===== src/rtl/grid_arbiter_if.sv =====
// Requester-side bus of the grid RAM arbiter: packed per-requester request fields
// plus grant, read-return and error strobes.
interface grid_arbiter_if #(
   parameter int NREQ   = 2,
   parameter int DATA_W = 32,
   parameter int ADDR_W = 32
);
   logic [NREQ-1:0]        req;
   logic [NREQ-1:0]        we;
   logic [NREQ*ADDR_W-1:0] addr;
   logic [NREQ*DATA_W-1:0] wdata;
   logic [NREQ-1:0]        gnt;
   logic [NREQ-1:0]        rvalid;
   logic [DATA_W-1:0]      rdata;
   logic                   err;

   modport master (output req, we, addr, wdata, input gnt, rvalid, rdata, err);
   modport slave  (input req, we, addr, wdata, output gnt, rvalid, rdata, err);
endinterface


===== src/rtl/grid_arbiter.sv =====
// Round-robin arbiter serialising requester accesses to the single-port placement grid RAM.
// Define GRID_ARB_FIXED_PRIO_EN for fixed priority (lowest index wins) instead of round-robin.
module grid_arbiter #(
   parameter int NREQ   = 2,
   parameter int DATA_W = 32,
   parameter int ADDR_W = 32,
   parameter int DEPTH  = 16
) (
   input  logic              clk,
   input  logic              reset,
   grid_arbiter_if.slave     bus,
   output logic              mem_re,
   output logic              mem_we,
   output logic [ADDR_W-1:0] mem_addr,
   output logic [DATA_W-1:0] mem_din,
   input  logic [DATA_W-1:0] mem_dout
);
   localparam int IDX_W = (NREQ > 1) ? $clog2(NREQ) : 1;

   typedef enum logic [1:0] {IDLE, ISSUE, RDWAIT} state_t;

   state_t            state, state_nxt;
   logic [IDX_W-1:0]  last_gnt, cur_idx, sel_idx;
   logic              sel_found, cur_we, cur_inr;
   logic              sel_we, sel_inr;
   logic [ADDR_W-1:0] sel_addr;
   logic [DATA_W-1:0] sel_wdata;
   logic [NREQ-1:0]   gnt_q, gnt_nxt, rvalid_q, rvalid_nxt;
   logic              err_q, err_nxt, re_q, re_nxt, we_q, we_nxt;
   logic [ADDR_W-1:0] addr_q;
   logic [DATA_W-1:0] din_q;

   // Winner selection; round-robin search starts just after the last granted requester.
   always_comb begin
      sel_idx   = '0;
      sel_found = 1'b0;
`ifdef GRID_ARB_FIXED_PRIO_EN
      for (int i = NREQ - 1; i >= 0; i--) begin
         if (bus.req[i]) begin
            sel_idx   = IDX_W'(i);
            sel_found = 1'b1;
         end
      end
`else
      for (int i = 1; i <= NREQ; i++) begin
         if (!sel_found && bus.req[(int'(last_gnt) + i) % NREQ]) begin
            sel_idx   = IDX_W'((int'(last_gnt) + i) % NREQ);
            sel_found = 1'b1;
         end
      end
`endif
   end

   // Signed range check: negative addresses have the top bit set.
   always_comb begin
      sel_we    = bus.we[sel_idx];
      sel_addr  = bus.addr[int'(sel_idx)*ADDR_W +: ADDR_W];
      sel_wdata = bus.wdata[int'(sel_idx)*DATA_W +: DATA_W];
      sel_inr   = !sel_addr[ADDR_W-1] && (sel_addr < ADDR_W'(DEPTH));
   end

   always_comb begin
      state_nxt  = state;
      gnt_nxt    = '0;
      rvalid_nxt = '0;
      err_nxt    = 1'b0;
      re_nxt     = 1'b0;
      we_nxt     = 1'b0;
      case (state)
         IDLE: begin
            if (sel_found) begin
               state_nxt = ISSUE;
               gnt_nxt   = NREQ'(1) << sel_idx;
               err_nxt   = !sel_inr;
               re_nxt    = sel_inr && !sel_we;
               we_nxt    = sel_inr && sel_we;
            end
         end
         ISSUE: begin
            if (cur_we) begin
               state_nxt = IDLE;
            end else begin
               state_nxt  = RDWAIT;
               rvalid_nxt = NREQ'(1) << cur_idx;
            end
         end
         default: state_nxt = IDLE;
      endcase
   end

   // Strobes are registered so they line up with the state they belong to.
   always_ff @(posedge clk) begin
      if (reset) begin
         state    <= IDLE;
         last_gnt <= IDX_W'(NREQ - 1);
         cur_idx  <= '0;
         cur_we   <= 1'b0;
         cur_inr  <= 1'b0;
         gnt_q    <= '0;
         rvalid_q <= '0;
         err_q    <= 1'b0;
         re_q     <= 1'b0;
         we_q     <= 1'b0;
         addr_q   <= '0;
         din_q    <= '0;
      end else begin
         state    <= state_nxt;
         gnt_q    <= gnt_nxt;
         rvalid_q <= rvalid_nxt;
         err_q    <= err_nxt;
         re_q     <= re_nxt;
         we_q     <= we_nxt;
         if (state == IDLE && sel_found) begin
            last_gnt <= sel_idx;
            cur_idx  <= sel_idx;
            cur_we   <= sel_we;
            cur_inr  <= sel_inr;
            addr_q   <= sel_addr;
            din_q    <= sel_wdata;
         end
      end
   end

   assign bus.gnt    = gnt_q;
   assign bus.rvalid = rvalid_q;
   assign bus.err    = err_q;
   assign bus.rdata  = (|rvalid_q) ? (cur_inr ? mem_dout : '1) : '0;
   assign mem_re     = re_q;
   assign mem_we     = we_q;
   assign mem_addr   = addr_q;
   assign mem_din    = din_q;
endmodule


===== src/flat_wrapper.sv =====
// flat-port wrapper written by rule: the top's interface ports become plain ports
module grid_arbiter_flat 
#(
   parameter int NREQ   = 2,
   parameter int DATA_W = 32,
   parameter int ADDR_W = 32,
   parameter int DEPTH  = 16
)
  (clk, reset, mem_re, mem_we, mem_addr, mem_din, mem_dout, bus_req, bus_we, bus_addr, bus_wdata, bus_gnt, bus_rvalid, bus_rdata, bus_err);
  grid_arbiter_if #(.NREQ(NREQ), .DATA_W(DATA_W), .ADDR_W(ADDR_W)) bus_i ();
  input  logic clk;
  input  logic reset;
  output logic mem_re;
  output logic mem_we;
  output logic [ADDR_W-1:0] mem_addr;
  output logic [DATA_W-1:0] mem_din;
  input  logic [DATA_W-1:0] mem_dout;
  input wire logic [$bits(bus_i.req)-1:0] bus_req;
  input wire logic [$bits(bus_i.we)-1:0] bus_we;
  input wire logic [$bits(bus_i.addr)-1:0] bus_addr;
  input wire logic [$bits(bus_i.wdata)-1:0] bus_wdata;
  output wire logic [$bits(bus_i.gnt)-1:0] bus_gnt;
  output wire logic [$bits(bus_i.rvalid)-1:0] bus_rvalid;
  output wire logic [$bits(bus_i.rdata)-1:0] bus_rdata;
  output wire logic [$bits(bus_i.err)-1:0] bus_err;
  assign bus_i.req = bus_req;
  assign bus_i.we = bus_we;
  assign bus_i.addr = bus_addr;
  assign bus_i.wdata = bus_wdata;
  assign bus_gnt = bus_i.gnt;
  assign bus_rvalid = bus_i.rvalid;
  assign bus_rdata = bus_i.rdata;
  assign bus_err = bus_i.err;
  grid_arbiter #(.NREQ(NREQ), .DATA_W(DATA_W), .ADDR_W(ADDR_W), .DEPTH(DEPTH)) u_core (.clk(clk), .reset(reset), .bus(bus_i), .mem_re(mem_re), .mem_we(mem_we), .mem_addr(mem_addr), .mem_din(mem_din), .mem_dout(mem_dout));
endmodule

===== config.mk =====
export PLATFORM = sky130hd
export DESIGN_NAME = grid_arbiter_flat
export DESIGN_NICKNAME = d
export VERILOG_FILES = /design/src/rtl/grid_arbiter_if.sv /design/src/rtl/grid_arbiter.sv /design/src/flat_wrapper.sv
export SDC_FILE = /design/constraint.sdc
export NUM_CORES = 1
export LEC_CHECK = 0
export BUFFER_PORTS_ARGS = -buffer_cell sky130_fd_sc_hd__buf_2
export CAP_MARGIN = 20
export CORE_MARGIN = 5
export CORE_UTILIZATION = 41
export CTS_CLUSTER_DIAMETER = 150
export DETAILED_ROUTE_END_ITERATION = 12
export GPL_TIMING_DRIVEN = 0
export PLACE_DENSITY = 0.81
export SYNTH_ARGS = -nofsm -noshare
export SYNTH_HDL_FRONTEND = slang
export SYNTH_SLANG_ARGS = --single-unit
export TNS_END_PERCENT = 20

===== constraint.sdc =====
create_clock -name clk -period 1.82 [get_ports clk]
set_input_delay 0.273 -clock clk [delete_from_list [all_inputs] [get_ports clk]]
set_output_delay 0.273 -clock clk [all_outputs]
set_load 0.01 [all_outputs]

# [Word level (Yosys, flattened, before mapping)]
# Cells that the tools add are included.
[totals] register_bits=77 word_cells=59 input_bits=166 out_inout_bits=103
[op_classes] bitwise=5 addsub=2 n_lt_le_gt_ge=4 eq_ne=2 mux=17 n_shift=4 n_reduce_logical=13
[ops] cell="$shiftx 64x7->32" count=2
[ops] cell="$mux 32" count=2
[ops] cell="$lt 32x5->1 const B" count=1
[ops] cell="$mux 1" count=12
[ops] cell="$lt 2x3->1 const B" count=2
[ops] cell="$reduce_or 3->1" count=2
[ops] cell="$logic_and 1x1->1" count=5
[ops] cell="$logic_not 1->1" count=4
[ops] cell="$mux 2" count=2
[ops] cell="$pmux 2 s2" count=1
[ops] cell="$shl 1x1->2 const A" count=2
[ops] cell="$not 1->1" count=3
[ops] cell="$add 1x1->1 const B" count=2
[ops] cell="$and 1x1->1 const A" count=2
[ops] cell="$eq 2x1->1 const B" count=1
[ops] cell="$logic_not 2->1" count=1
[ops] cell="$lt 1x2->1 const B" count=1
[ops] cell="$ne 2x1->1 const B" count=1
[ops] cell="$reduce_or 2->1" count=1

# [Logic depth before layout (Yosys ltp)]
[depth] word_depth=13 ltp_mapped=7 depth_no_buf=4

# [Worst setup path before layout]
# OpenSTA, ideal clock, no wires.
[synth_path] path_type="register to register" from="register u_core.last_gnt" to="register u_core.re_q, in the netlist u_core.mem_re" t_required_ns=1.747 path_slack_ns=0.519 t_arrival_ns=1.228 path_stages_with_launch=7 path_cell_list="dfxtp_1 > a21boi_2 > buf_4 > buf_8 > nand4_1 > a211o_1 > nor3b_2"
[synth_between] elab_chain_cells=12 elab_cells_between_ends=24
[synth_lines] element="from (decl)" line_no="grid_arbiter.sv:23" rtl="logic [IDX_W-1:0] last_gnt, cur_idx, sel_idx;"
[synth_lines] element="from (signal assigned)" line_no="grid_arbiter.sv:95" rtl="last_gnt <= IDX_W'(NREQ - 1);"
[synth_lines] element="from (signal assigned)" line_no="grid_arbiter.sv:114" rtl="last_gnt <= sel_idx;"
[synth_lines] element="$add 1x1->1" line_no="grid_arbiter.sv:46, grid_arbiter.sv:47"
[synth_lines] element="$mux 1 (not written as such) (3 in a row)" line_no="grid_arbiter.sv:46" rtl="if (!sel_found && bus.req[(int'(last_gnt) + i) % NREQ]) begin"
[synth_lines] element="$mux 1" line_no="grid_arbiter.sv:46"
[synth_lines] element="$logic_not 1->1" line_no="grid_arbiter.sv:46"
[synth_lines] element="$logic_and 1x1->1" line_no="grid_arbiter.sv:46"
[synth_lines] element="$mux 1" line_no="grid_arbiter.sv:46"
[synth_lines] element="$shiftx 64x7->32 or $mux 1 (tied branches)" line_no="grid_arbiter.sv:57, grid_arbiter.sv:56"
[synth_lines] element="$lt 32x5->1 (tied with other cells)" line_no="grid_arbiter.sv:59" rtl="sel_inr = !sel_addr[ADDR_W-1] && (sel_addr < ADDR_W'(DEPTH));"
[synth_lines] element="$logic_and 1x1->1 or $logic_not 1->1 (tied branches)" line_no="grid_arbiter.sv:59, grid_arbiter.sv:75"
[synth_lines] element="$logic_and 1x1->1" line_no="grid_arbiter.sv:75" rtl="re_nxt = sel_inr && !sel_we;"
[synth_lines] element="to (signal assigned)" line_no="grid_arbiter.sv:111" rtl="re_q <= re_nxt;"
[synth_lines] element="to (decl)" line_no="grid_arbiter.sv:29" rtl="logic err_q, err_nxt, re_q, re_nxt, we_q, we_nxt;"
# Parallel ways exist; a longest one is shown, timed or not. The select of a mux whose other input is x is not followed.
# A chain may end at the register's enable or synchronous reset.

# [Worst setup path after layout]
[layout_path] from="register u_core.rvalid_q[1], in the netlist u_core.bus.rvalid[1]" to="output port bus_rdata[29]"
[layout_between] elab_chain_cells=2
[layout_lines] element="from (decl)" line_no="grid_arbiter.sv:28" rtl="logic [NREQ-1:0] gnt_q, gnt_nxt, rvalid_q, rvalid_nxt;"
[layout_lines] element="from (signal assigned)" line_no="grid_arbiter.sv:109" rtl="rvalid_q <= rvalid_nxt;"
[layout_lines] element="$reduce_or 2->1" line_no="grid_arbiter.sv:127" rtl="assign bus.rdata = (|rvalid_q) ? (cur_inr ? mem_dout : '1) : '0;"
[layout_lines] element="$mux 32" line_no="grid_arbiter.sv:127"
[layout_lines] element="to (decl)" line_no="flat_wrapper.sv:24" rtl="output wire logic [$bits(bus_i.rdata)-1:0] bus_rdata;"
# Every way passes these cells.

==> results.toml <==
[placed_design]
place_area_um2 = 5144
dp.cells = 791
gp_congestion = 0.9513
portBuffers = 267
hpwl_um = 11150

[power]
p_leak_nw = 2.826
peakVddDrop_mv = 0.5223
p_per_area_nw_per_um2 = 852.6

[floorplan]
die_w_um = 104.6
start_util = 0.4211
die_area_um2 = 10950
coreArea_um2 = 8721
io_pins = 269
rows = 34
die_h_um = 104.6

[synth]
avgSynthCellArea_um2 = 8.828
synth_top_area_share = 0.4198
yosysTopAreaCell = "dfxtp_1"
synth.distinct_cells = 28
syn_nets = 582
ys_seq_area_frac = 0.4198
synthCells = 416
synthTopCellsByArea = "dfxtp_1, mux2i_1, a211oi_1"
ys_seq_elements = 77
synthesis.area_um2 = 3672
yosysWarningCount = 0

[clock_tree]
cts_tree = "done"
post_cts_buffers = 0
clock-root-buffer = "clkbuf_8"
cts_buffer_depth = 2
path_clk_slew_ns = 0.09
h-tree-depth = 3
cts_buffers = 9
clock_latency_ns = 0.34
numClockSinks = 77
cts_hold_buffers = 0

[setup_path]
crit_arrival_ns = 1.47
worstPathRequired_ns = 1.55
slowest_stage = "clkbuf_1"
path_cells = "nor2_2, clkbuf_1, a21oi_1, buf_2"
crit_path_end_kind = "primary output"
path_class = "flip-flop to primary output"
max_stage_delay_ns = 0.35
critPathBufInv = 2
path_max_fanout = 10
cp_top_family = "buffers and inverters"
critPathLaunchType = "flip-flop"

[final_layout]
final_cell_area_um2 = 5363
regArea_um2 = 1541
nets = 860
syn_to_final_growth_pct = 46.03
diodes = 0
fillCellCount = 784
multi_input_area_um2 = 1818
layout-drive-gt1-share = 0.4421
stdcell_count = 807
fin_util = 0.6149

[timing]
finalSetupViolations = 0
fin_skew_ns = 0.01708
layout_min_cycle_time_ns = 1.739
worst_pin_slew_ns = 0.6514
max_freq_ghz = 0.5752
final_max_slew_viol_count = 0
max-slew-margin-rel = 0.5611
min_period_over_period = 0.9552
setup-tns-final_ns = 0
grt_setup_unrepaired = "yes"
finalHoldViolCount = 0

[outcome]
status = "finished clean"

[worst_hold_path]
hp-class = "primary input to flip-flop"

[routing]
wl_per_cell_um = 16.74
drc = 0
dr.pass1.iters = 7
vias = 4206
drtIter0Drc = 175
route.antenna.remaining_nets = 0
wl_um = 13510
via_per_inst = 5.212

[global_routing]
grt_max_degree = 14
grt.overflow.total = 0
grt_first_pass_wirelength_um = 21080
grt_pass1_vias = 4207
antenna_found_initial = 0
grt_usage = 0.2331

[run]
cap_viol_max_count = 0
==> final timing paths <==
path / from / endpoint / slack, ns / cells past startpoint
max: u_core.bus.rvalid[1] / bus_rdata[29] / 0.08 / 4
min: bus_wdata[30] / u_core.mem_din[30] / 0.26 / 3
max reg2reg: u_core.state[1] / u_core.mem_din[19] / 0.18 / 6
min reg2reg: u_core.state[1] / u_core.state[1] / 0.45 / 1
==> synth_stat cells <==
master	instances
buf_4	6
nor4b_1	1
mux2_2	1
nor2b_1	1
nor3_1	1
inv_1	32
buf_6	1
nor3b_2	1
nand3b_1	1
o21ai_1	1
a21boi_2	1
a211o_1	1
nand4b_1	1
a211oi_1	65
nor2_1	68
nor4_1	14
nand4_1	3
o21a_1	2
mux2i_1	65
and2_1	3
dfxtp_1	77
o21ai_0	1
buf_2	9
nand2_1	3
clkbuf_1	21
a21oi_1	34
buf_8	1
nor3_2	1
==> repair_timing <==
action	4_1_cts	5_1_grt
cloned	0	0
gates resized for setup	4	3
setup endpoints to repair	24	24
==> tightest hold or removal path, delay by kind of cell <==
family	cells	cell delay (ns)
compound gates	1	0.08
buf+inv	1	0.09
mux	1	0.11
==> flip-flops by register name, indices dropped and copies added (netlist names) <==
| register | cells |
|---|---|
| u_core.mem_re | 1 |
| u_core.mem_we | 1 |
| u_core.bus.rvalid | 2 |
| u_core.mem_din | 32 |
| u_core.cur_idx | 1 |
| u_core.last_gnt | 1 |
| u_core.cur_inr | 1 |
| u_core.mem_addr | 32 |
| u_core.state | 2 |
| u_core.bus.gnt | 2 |
| u_core.cur_we | 1 |
| u_core.bus.err | 1 |
==> kinds of logic after synthesis <==
family | count (synthesis) | share of synthesized area
multiplexers | 66 | 0.1802
AO/OA/AOI/OAI | 105 | 0.1915
AND/OR/NAND/NOR | 98 | 0.1227
buffers and inverters | 70 | 0.08586
flip-flops | 77 | 0.4198
==> metal layers <==
layer	part of all wire	global-route usage	vias to the layer above	wire, um
met1	0.37	0.2645	1938	5029
met5	0	0	-	0
li1	-	-	2032	-
met4	0.015	0.06393	0	201
met3	0.092	0.05795	20	1248
met2	0.52	0.4317	216	7028
==> cell usage in the layout (no fill, tap or decap), drive strengths merged, types with 2 or more instances in the layout <==
cell type and count:
buf 284, dfxtp 77, nor2 68, mux2i 65
a211oi 65, a21oi 34, inv 33, clkbuf 33
nor4 14, nand4 3, and2 3, nand2 3
o21a 2, o21ai 2, nor3 2
==> layout make-up <==
cell class,count,area share
multi-input combinational,269,0.3390
clock inverter,4,0.01027
inverter,32,0.02240
timing repair buffer,267,0.2492
buffer,38,0.03756
sequential,77,0.2874
tap,108,0.02520
clock buffer,12,0.02893
==> metrics by stage <==
stage | power (mW) | worst slack, ns | hold slack [ns]
floorplan | 2.676 | 0.5194 | 0.4055
global placement | 3.225 | 0.1095 | 0.4343
detailed placement | 3.262 | 0.06567 | 0.4407
CTS | 4.601 | -0.0006009 | 0.2516
global route | 4.816 | -0.01404 | 0.2548
finish | 4.572 | 0.08147 | 0.2632
==> where the power goes <==
group	total, mW	internal [mW]	switching (mW)
clock network	1.35	0.718	0.629
logic	1.26	0.554	0.701
registers	1.97	1.87	0.0970
(Power assumes the default switching activity.)
